File: src/rtl/clkdiv_seq_if.sv
`default_nettype none
// ============================================================================
//  Module   : clkdiv_seq_if
//  Purpose  : Bundle of the control/status signals between the CLKDIV
//             reset/calibration sequencer and its surroundings (PLL,
//             deserializer, system control, CLKDIV primitive).
//  Revision : 1.0 - initial release
// ============================================================================
interface clkdiv_seq_if #(
  parameter int MAX_CALIB = 8
);
  localparam int c_CCW = $clog2(MAX_CALIB + 1);

  logic             pll_lock;       // asynchronous PLL lock
  logic             align_ok;       // deserializer word-aligned flag
  logic             retrain;        // single-cycle rerun request
  logic             clkdiv_resetn;  // to CLKDIV RESETN
  logic             clkdiv_calib;   // to CLKDIV CALIB
  logic             ready;          // alignment achieved
  logic             error;          // retry limit exhausted
  logic [c_CCW-1:0] calib_count;    // CALIB pulses issued this run

  // Sequencer side
  modport slave (
    input  pll_lock,
    input  align_ok,
    input  retrain,
    output clkdiv_resetn,
    output clkdiv_calib,
    output ready,
    output error,
    output calib_count
  );

  // System/driver side
  modport master (
    output pll_lock,
    output align_ok,
    output retrain,
    input  clkdiv_resetn,
    input  clkdiv_calib,
    input  ready,
    input  error,
    input  calib_count
  );
endinterface
`default_nettype wire

File: src/rtl/clkdiv_seq.sv
`default_nettype none
// ============================================================================
//  Module   : clkdiv_seq
//  Purpose  : Reset and calibration sequencer for the CLKDIV divided-clock
//             primitive. Waits for a filtered PLL lock, holds CLKDIV in reset,
//             releases it, lets the divided clock settle and then issues
//             single-cycle CALIB pulses until the deserializer reports word
//             alignment or the retry budget is exhausted.
//  Revision : 1.0 - initial release
// ============================================================================
module clkdiv_seq #(
  parameter int RST_CYCLES    = 16,  // cycles RESETN held low in HOLD (>=1)
  parameter int SETTLE_CYCLES = 64,  // settle time after release (>=1)
  parameter int CALIB_GAP     = 8,   // wait after each CALIB pulse (>=1)
  parameter int MAX_CALIB     = 8,   // CALIB pulse budget (>=1)
  parameter int LOCK_FILTER   = 4    // consecutive lock samples to leave IDLE (>=1)
) (
  input  wire logic   clk,
  input  wire logic   rst,
  clkdiv_seq_if.slave bus
);

  // --------------------------------------------------------------------------
  // Constants
  // --------------------------------------------------------------------------
  localparam int c_CCW = $clog2(MAX_CALIB + 1);

  // One shared down-time counter serves HOLD, SETTLE and GAP; size it for the
  // longest of the three.
  localparam int c_CNT_MAX = (RST_CYCLES > SETTLE_CYCLES)
                           ? ((RST_CYCLES > CALIB_GAP) ? RST_CYCLES : CALIB_GAP)
                           : ((SETTLE_CYCLES > CALIB_GAP) ? SETTLE_CYCLES : CALIB_GAP);
  localparam int c_CNT_W   = $clog2(c_CNT_MAX + 1);
  localparam int c_FILT_W  = $clog2(LOCK_FILTER + 1);

  localparam logic [c_CNT_W-1:0]  c_RST_LAST    = c_CNT_W'(RST_CYCLES - 1);
  localparam logic [c_CNT_W-1:0]  c_SETTLE_LAST = c_CNT_W'(SETTLE_CYCLES - 1);
  localparam logic [c_CNT_W-1:0]  c_GAP_LAST    = c_CNT_W'(CALIB_GAP - 1);
  localparam logic [c_FILT_W-1:0] c_FILT_LAST   = c_FILT_W'(LOCK_FILTER - 1);
  localparam logic [c_CCW-1:0]    c_MAX_CALIB   = c_CCW'(MAX_CALIB);

  // --------------------------------------------------------------------------
  // State encoding
  // --------------------------------------------------------------------------
  typedef enum logic [2:0] {
    S_IDLE   = 3'd0,  // waiting for filtered lock, RESETN low
    S_HOLD   = 3'd1,  // RESETN held low for RST_CYCLES
    S_SETTLE = 3'd2,  // RESETN high, divided clock settling
    S_CHECK  = 3'd3,  // one-cycle look at align_ok
    S_CALIB  = 3'd4,  // one-cycle CALIB pulse
    S_GAP    = 3'd5,  // recovery wait after a pulse
    S_DONE   = 3'd6,  // aligned
    S_FAIL   = 3'd7   // pulse budget exhausted
  } state_t;

  // --------------------------------------------------------------------------
  // Registers
  // --------------------------------------------------------------------------
  state_t             r_state;
  logic               r_sync1;        // first synchronizer flop
  logic               r_lock_s;       // synchronized lock
  logic [c_FILT_W-1:0] r_filt;        // consecutive lock-high samples in IDLE
  logic [c_CNT_W-1:0] r_cnt;          // HOLD / SETTLE / GAP timer
  logic               r_resetn;
  logic               r_calib;
  logic               r_ready;
  logic               r_error;
  logic [c_CCW-1:0]   r_calib_count;

  // --------------------------------------------------------------------------
  // Combinational helpers
  // --------------------------------------------------------------------------
  // Lock loss is only meaningful once we have left IDLE; in IDLE a low lock
  // simply restarts the filter.
  logic w_lock_lost;
  logic w_at_limit;

  assign w_lock_lost = (r_state != S_IDLE) && !r_lock_s;
  assign w_at_limit  = (r_calib_count == c_MAX_CALIB);

  // Sequencer: lock synchronizer, filter, timers, pulse counter and all
  // registered outputs.
  always_ff @(posedge clk) begin
    if (rst) begin
      r_state       <= S_IDLE;
      r_sync1       <= 1'b0;
      r_lock_s      <= 1'b0;
      r_filt        <= '0;
      r_cnt         <= '0;
      r_resetn      <= 1'b0;
      r_calib       <= 1'b0;
      r_ready       <= 1'b0;
      r_error       <= 1'b0;
      r_calib_count <= '0;
    end else begin
      r_sync1  <= bus.pll_lock;
      r_lock_s <= r_sync1;

      if (w_lock_lost) begin
        // Losing lock overrides everything, including a pending retrain.
        r_state  <= S_IDLE;
        r_filt   <= '0;
        r_cnt    <= '0;
        r_resetn <= 1'b0;
        r_calib  <= 1'b0;
        r_ready  <= 1'b0;
        r_error  <= 1'b0;
      end else begin
        case (r_state)
          S_IDLE: begin
            r_resetn <= 1'b0;
            r_calib  <= 1'b0;
            r_ready  <= 1'b0;
            r_error  <= 1'b0;
            if (r_lock_s) begin
              if (r_filt == c_FILT_LAST) begin
                r_state       <= S_HOLD;
                r_filt        <= '0;
                r_cnt         <= '0;
                r_calib_count <= '0;
              end else begin
                r_filt <= r_filt + c_FILT_W'(1);
              end
            end else begin
              r_filt <= '0;
            end
          end

          S_HOLD: begin
            if (r_cnt == c_RST_LAST) begin
              r_state  <= S_SETTLE;
              r_cnt    <= '0;
              r_resetn <= 1'b1;
            end else begin
              r_cnt <= r_cnt + c_CNT_W'(1);
            end
          end

          S_SETTLE: begin
            if (r_cnt == c_SETTLE_LAST) begin
              r_state <= S_CHECK;
              r_cnt   <= '0;
            end else begin
              r_cnt <= r_cnt + c_CNT_W'(1);
            end
          end

          S_CHECK: begin
            if (bus.align_ok) begin
              r_state <= S_DONE;
              r_ready <= 1'b1;
            end else if (w_at_limit) begin
              r_state <= S_FAIL;
              r_error <= 1'b1;
            end else begin
              // Pulse and count move together so calib_count already reflects
              // the pulse while CALIB is high.
              r_state       <= S_CALIB;
              r_calib       <= 1'b1;
              r_calib_count <= r_calib_count + c_CCW'(1);
            end
          end

          S_CALIB: begin
            r_state <= S_GAP;
            r_calib <= 1'b0;
            r_cnt   <= '0;
          end

          S_GAP: begin
            if (r_cnt == c_GAP_LAST) begin
              r_state <= S_CHECK;
              r_cnt   <= '0;
            end else begin
              r_cnt <= r_cnt + c_CNT_W'(1);
            end
          end

          S_DONE, S_FAIL: begin
            // Terminal states ignore align_ok; only retrain reruns the
            // sequence from HOLD.
            if (bus.retrain) begin
              r_state       <= S_HOLD;
              r_cnt         <= '0;
              r_resetn      <= 1'b0;
              r_ready       <= 1'b0;
              r_error       <= 1'b0;
              r_calib_count <= '0;
            end
          end

          default: begin
            r_state  <= S_IDLE;
            r_resetn <= 1'b0;
            r_calib  <= 1'b0;
            r_ready  <= 1'b0;
            r_error  <= 1'b0;
          end
        endcase
      end
    end
  end

  // --------------------------------------------------------------------------
  // Outputs
  // --------------------------------------------------------------------------
  assign bus.clkdiv_resetn = r_resetn;
  assign bus.clkdiv_calib  = r_calib;
  assign bus.ready         = r_ready;
  assign bus.error         = r_error;
  assign bus.calib_count   = r_calib_count;

endmodule
`default_nettype wire

File: src/flat_wrapper.sv
// flat-port wrapper written by rule: the top's interface ports become plain ports
module clkdiv_seq_flat 
#(
  parameter int RST_CYCLES    = 16,                                         
  parameter int SETTLE_CYCLES = 64,                                    
  parameter int CALIB_GAP     = 8,                                       
  parameter int MAX_CALIB     = 8,                              
  parameter int LOCK_FILTER   = 4                                                   
)
  (clk, rst, bus_pll_lock, bus_align_ok, bus_retrain, bus_clkdiv_resetn, bus_clkdiv_calib, bus_ready, bus_error, bus_calib_count);
  clkdiv_seq_if #(.MAX_CALIB(MAX_CALIB)) bus_i ();
  input  wire logic clk;
  input  wire logic rst;
  input wire logic [$bits(bus_i.pll_lock)-1:0] bus_pll_lock;
  input wire logic [$bits(bus_i.align_ok)-1:0] bus_align_ok;
  input wire logic [$bits(bus_i.retrain)-1:0] bus_retrain;
  output wire logic [$bits(bus_i.clkdiv_resetn)-1:0] bus_clkdiv_resetn;
  output wire logic [$bits(bus_i.clkdiv_calib)-1:0] bus_clkdiv_calib;
  output wire logic [$bits(bus_i.ready)-1:0] bus_ready;
  output wire logic [$bits(bus_i.error)-1:0] bus_error;
  output wire logic [$bits(bus_i.calib_count)-1:0] bus_calib_count;
  assign bus_i.pll_lock = bus_pll_lock;
  assign bus_i.align_ok = bus_align_ok;
  assign bus_i.retrain = bus_retrain;
  assign bus_clkdiv_resetn = bus_i.clkdiv_resetn;
  assign bus_clkdiv_calib = bus_i.clkdiv_calib;
  assign bus_ready = bus_i.ready;
  assign bus_error = bus_i.error;
  assign bus_calib_count = bus_i.calib_count;
  clkdiv_seq #(.RST_CYCLES(RST_CYCLES), .SETTLE_CYCLES(SETTLE_CYCLES), .CALIB_GAP(CALIB_GAP), .MAX_CALIB(MAX_CALIB), .LOCK_FILTER(LOCK_FILTER)) u_core (.clk(clk), .rst(rst), .bus(bus_i));
endmodule
File: config.mk
export PLATFORM = sky130hd
export DESIGN_NAME = clkdiv_seq_flat
export DESIGN_NICKNAME = d
export VERILOG_FILES = /design/src/rtl/clkdiv_seq_if.sv /design/src/rtl/clkdiv_seq.sv /design/src/flat_wrapper.sv
export SDC_FILE = /design/constraint.sdc
export NUM_CORES = 1
export LEC_CHECK = 0
export BUFFER_PORTS_ARGS = -buffer_cell sky130_fd_sc_hd__buf_4
export CAP_MARGIN = 10
export CORE_MARGIN = 2
export CORE_UTILIZATION = 57
export CTS_CLUSTER_DIAMETER = 120
export DETAILED_ROUTE_END_ITERATION = 12
export GPL_ROUTABILITY_DRIVEN = 0
export PLACE_DENSITY = 0.89
export SLEW_MARGIN = 20
export SYNTH_ARGS = -nofsm -noshare
export SYNTH_HDL_FRONTEND = slang
export SYNTH_SLANG_ARGS = --single-unit
export TNS_END_PERCENT = 5
File: constraint.sdc
create_clock -name clk -period 1.85 [get_ports clk]
set_input_delay 0.185 -clock clk [delete_from_list [all_inputs] [get_ports clk]]
set_output_delay 0.185 -clock clk [all_outputs]
set_load 0.005 [all_outputs]
==> flow_summary.toml <==
[synth]
ys_ff_latch = 23
syn_inst = 148
yosysTopAreaCellShare = 0.3706
synth_mux_area_frac = 0.008056
ys_seq_area_frac = 0.3706
synth_ff_type = "dfxtp_1"
syn_nets = 157
synthAdderAreaFrac = 0.04028
yosys.area.top_type = "dfxtp_1"
synth-compound-area-share = 0.1974
synth_top_family_by_area = "simple AND/OR/NAND/NOR gates"
syn-cell-area_um2 = 1242
synth_cell_types = 43
synth_warnings = 0
synth-simple-area-share = 0.3162
syn_area_per_cell_um2 = 8.395
synth_async_sr_flop_share = 0
synth-xor-area-share = 0.04230
synth_area_leaders = "dfxtp_1 37%, nor2_1 7.6%, a21oi_1 4.8%, ha_1 4.0%, xor2_1 3.5%"
synth-edff-count = 0

[finish]
antenna_cells = 0
layout_common_cells = "25 x nor2_1, 22 x buf_4, 21 x dfxtp_1"
multiInputGateArea_um2 = 779.5
fillers = 143
layout_commonest_cell = "nor2_1"
ff_latch_area_um2 = 462.9
nNetsFinal = 180
syn2layout_area_growth_pct = 19.34
fin_cells = 197
final_layout_size_suffix_gt1_frac = 0.2471

[clock_network]
cts-root-buf = "clkbuf_4"
cts.clk_slew.worst_paths_ns = 0.13
cts_tree = "done"
numCtsBuffers = 3
holdBufCountCts = 0
clk_latency_ns = 0.31
cts_sinks = 23
cts.path.max_buffers = 2
ctsHtreeMaxLevel = 1

[worst_setup_path]
cp_cell_sequence = "or4b_4, nor3b_4, o21ai_2, o211ai_4, nor2_1"
path_max_fanout = 6
start_kind = "flip-flop"
crit_buf_inv = 0
cp-end-kind = "flip-flop"
path_delay_family = "simple AND/OR/NAND/NOR gates"
rr_endpoint = "u_core.r_cnt[6]"
worst_path_largest_cell_delay_ns = 0.58
rrSetupSlack_ns = 0.08
cp.arrival_ns = 1.98
path_class = "reg -> reg"
required_ns = 2.06
worstReg2RegStart = "u_core.r_cnt[6]"
r2r_cells = 5
cp_slowest_cell = "or4b_4"

[routing]
via_count = 1169
wire_per_inst_um = 14.96
drt_first_iter_violations = 54
ant_nets = 0
wl_um = 2947
drc = 0
drt_pass1_iterations = 4
avgViaCountPerCell = 5.934

[timing]
post-route-period-util = 0.9552
fin_worst_skew_ns = 0.003773
rsz0062_at_grt = "yes"
tightestPinTransition_ns = 0.3502
finalSetupViolCount = 0
hold_viol_final = 0
fmax_mhz = 565.9
slew_viol_final = 0
whs_ns = 0.07595
max_slew_margin = 0.7641
finalCriticalPeriod_ns = 1.767

[placed_design]
detailed_place_hpwl_um = 2202
placed_cells = 191
port_buffers = 12

[floorplan]
die_w_um = 50.69
core.rowCount = 16
die_area_um2 = 2569
boundaryPins = 13
initial_utilization = 0.6206
die_h_um = 50.69
coreArea_um2 = 2002

[global_routing]
grt_pass1_vias = 1061
grt_util_all_layers = 0.2415
grt_first_pass_wirelength_um = 4643
grt-ovfl-total = 0
antenna_found_initial = 0
grt_max_degree = 13

[hold_path]
hold_path_depth = 2
min_from = "rst"
hold_end = "u_core.bus.calib_count[0]"
hold_class = "in -> reg"

[power]
power_density_nw_per_um2 = 762.6
vdd_drop_max_mv = 0.6829
leakage_nw = 0.5431

[flow_run]
cap_violations = 0

[outcome]
status = "complete, no violations"
==> how the worst max path moves through the flow <==
stage               slack [ns]              from  cells after the start                   endpoint
floorplan                 0.20   u_core.r_cnt[6]                      5            u_core.r_cnt[0]
global placement          0.15   u_core.r_cnt[6]                      5            u_core.r_cnt[1]
detailed placement        0.05  u_core.r_filt[0]                      6  u_core.bus.calib_count[3]
CTS                       0.02  u_core.r_filt[0]                      6  u_core.bus.calib_count[3]
global route             -0.04  u_core.r_filt[0]                      6  u_core.bus.calib_count[3]
finish                    0.08   u_core.r_cnt[6]                      5            u_core.r_cnt[6]
==> timing repair <==
action,CTS,global route
endpoints found under the setup margin,0,9
buffers inserted,0,2
gates resized for setup,0,8
==> synth_stat cells, drive strengths merged (4+ instances only) <==
| master | count |
|---|---|
| nor2 | 25 |
| dfxtp | 23 |
| xor2 | 5 |
| inv | 4 |
| nand2 | 11 |
| ha | 4 |
| nor3 | 5 |
| or3 | 4 |
| o21ai | 10 |
| a21oi | 12 |
| nor2b | 5 |
==> flip-flops by register name, summed over array words and instances, names as in the netlist <==
register,flops
u_core.bus.calib_count,4
u_core.bus.clkdiv_calib,1
u_core.bus.clkdiv_resetn,1
u_core.bus.error,1
u_core.bus.ready,1
u_core.r_cnt,7
u_core.r_filt,3
u_core.r_lock_s,1
u_core.r_state,3
u_core.r_sync1,1
==> routing by layer <==
layer  up-vias  wire length (um)  global-route usage
met5         -                 0                   0
met4         0                43             0.09009
met2        45              1487              0.4189
met3         6               163             0.03869
met1       545              1252              0.2996
li1        573                 -                   -
==> per-stage QoR <==
| stage | setup slack (ns) | utilization | setup TNS, ns | power [mW] | cell area, um^2 |
|---|---|---|---|---|---|
| after CTS | 0.01779 | 0.7175 | 0 | 1.105 | 1436 |
| after detailed placement | 0.05428 | 0.7044 | 0 | 0.8761 | 1410 |
| final | 0.08289 | 0.7406 | 0 | 1.131 | 1483 |
| after global placement | 0.1450 | 0.7044 | 0 | 0.8574 | 1410 |
| after floorplan | 0.2042 | - | 0 | 0.7854 | 1242 |
| after global routing | -0.03748 | 0.7406 | -0.03748 | 1.171 | 1483 |
==> where the power goes <==
group / internal [mW] / leakage (nW) / switching (mW) / total (mW)
Combinational: 0.148 / 0.341 / 0.208 / 0.356
Clock: 0.0843 / 0.0150 / 0.152 / 0.237
Sequential: 0.513 / 0.187 / 0.0249 / 0.538
==> kinds of logic (layout without fill, tap and decap cells) <==
| logic type | Yosys count | in the layout |
|---|---|---|
| buf+inv | 8 | 30 |
| mux | 1 | 1 |
| xor+xnor | 6 | 6 |
| simple gates | 71 | 71 |
| flops | 23 | 23 |
| fa+ha+maj | 4 | 4 |
| compound gates | 35 | 35 |
==> cell type report <==
| cell class | count | area share |
|---|---|---|
| inverters | 4 | 0.01013 |
| clock buffers | 4 | 0.01772 |
| flip-flops and latches | 23 | 0.3122 |
| repair buffers | 22 | 0.1114 |
| well taps | 27 | 0.02278 |
| multi-input cells | 117 | 0.5257 |
No activity file was read; power rests on OpenSTA's default activity.
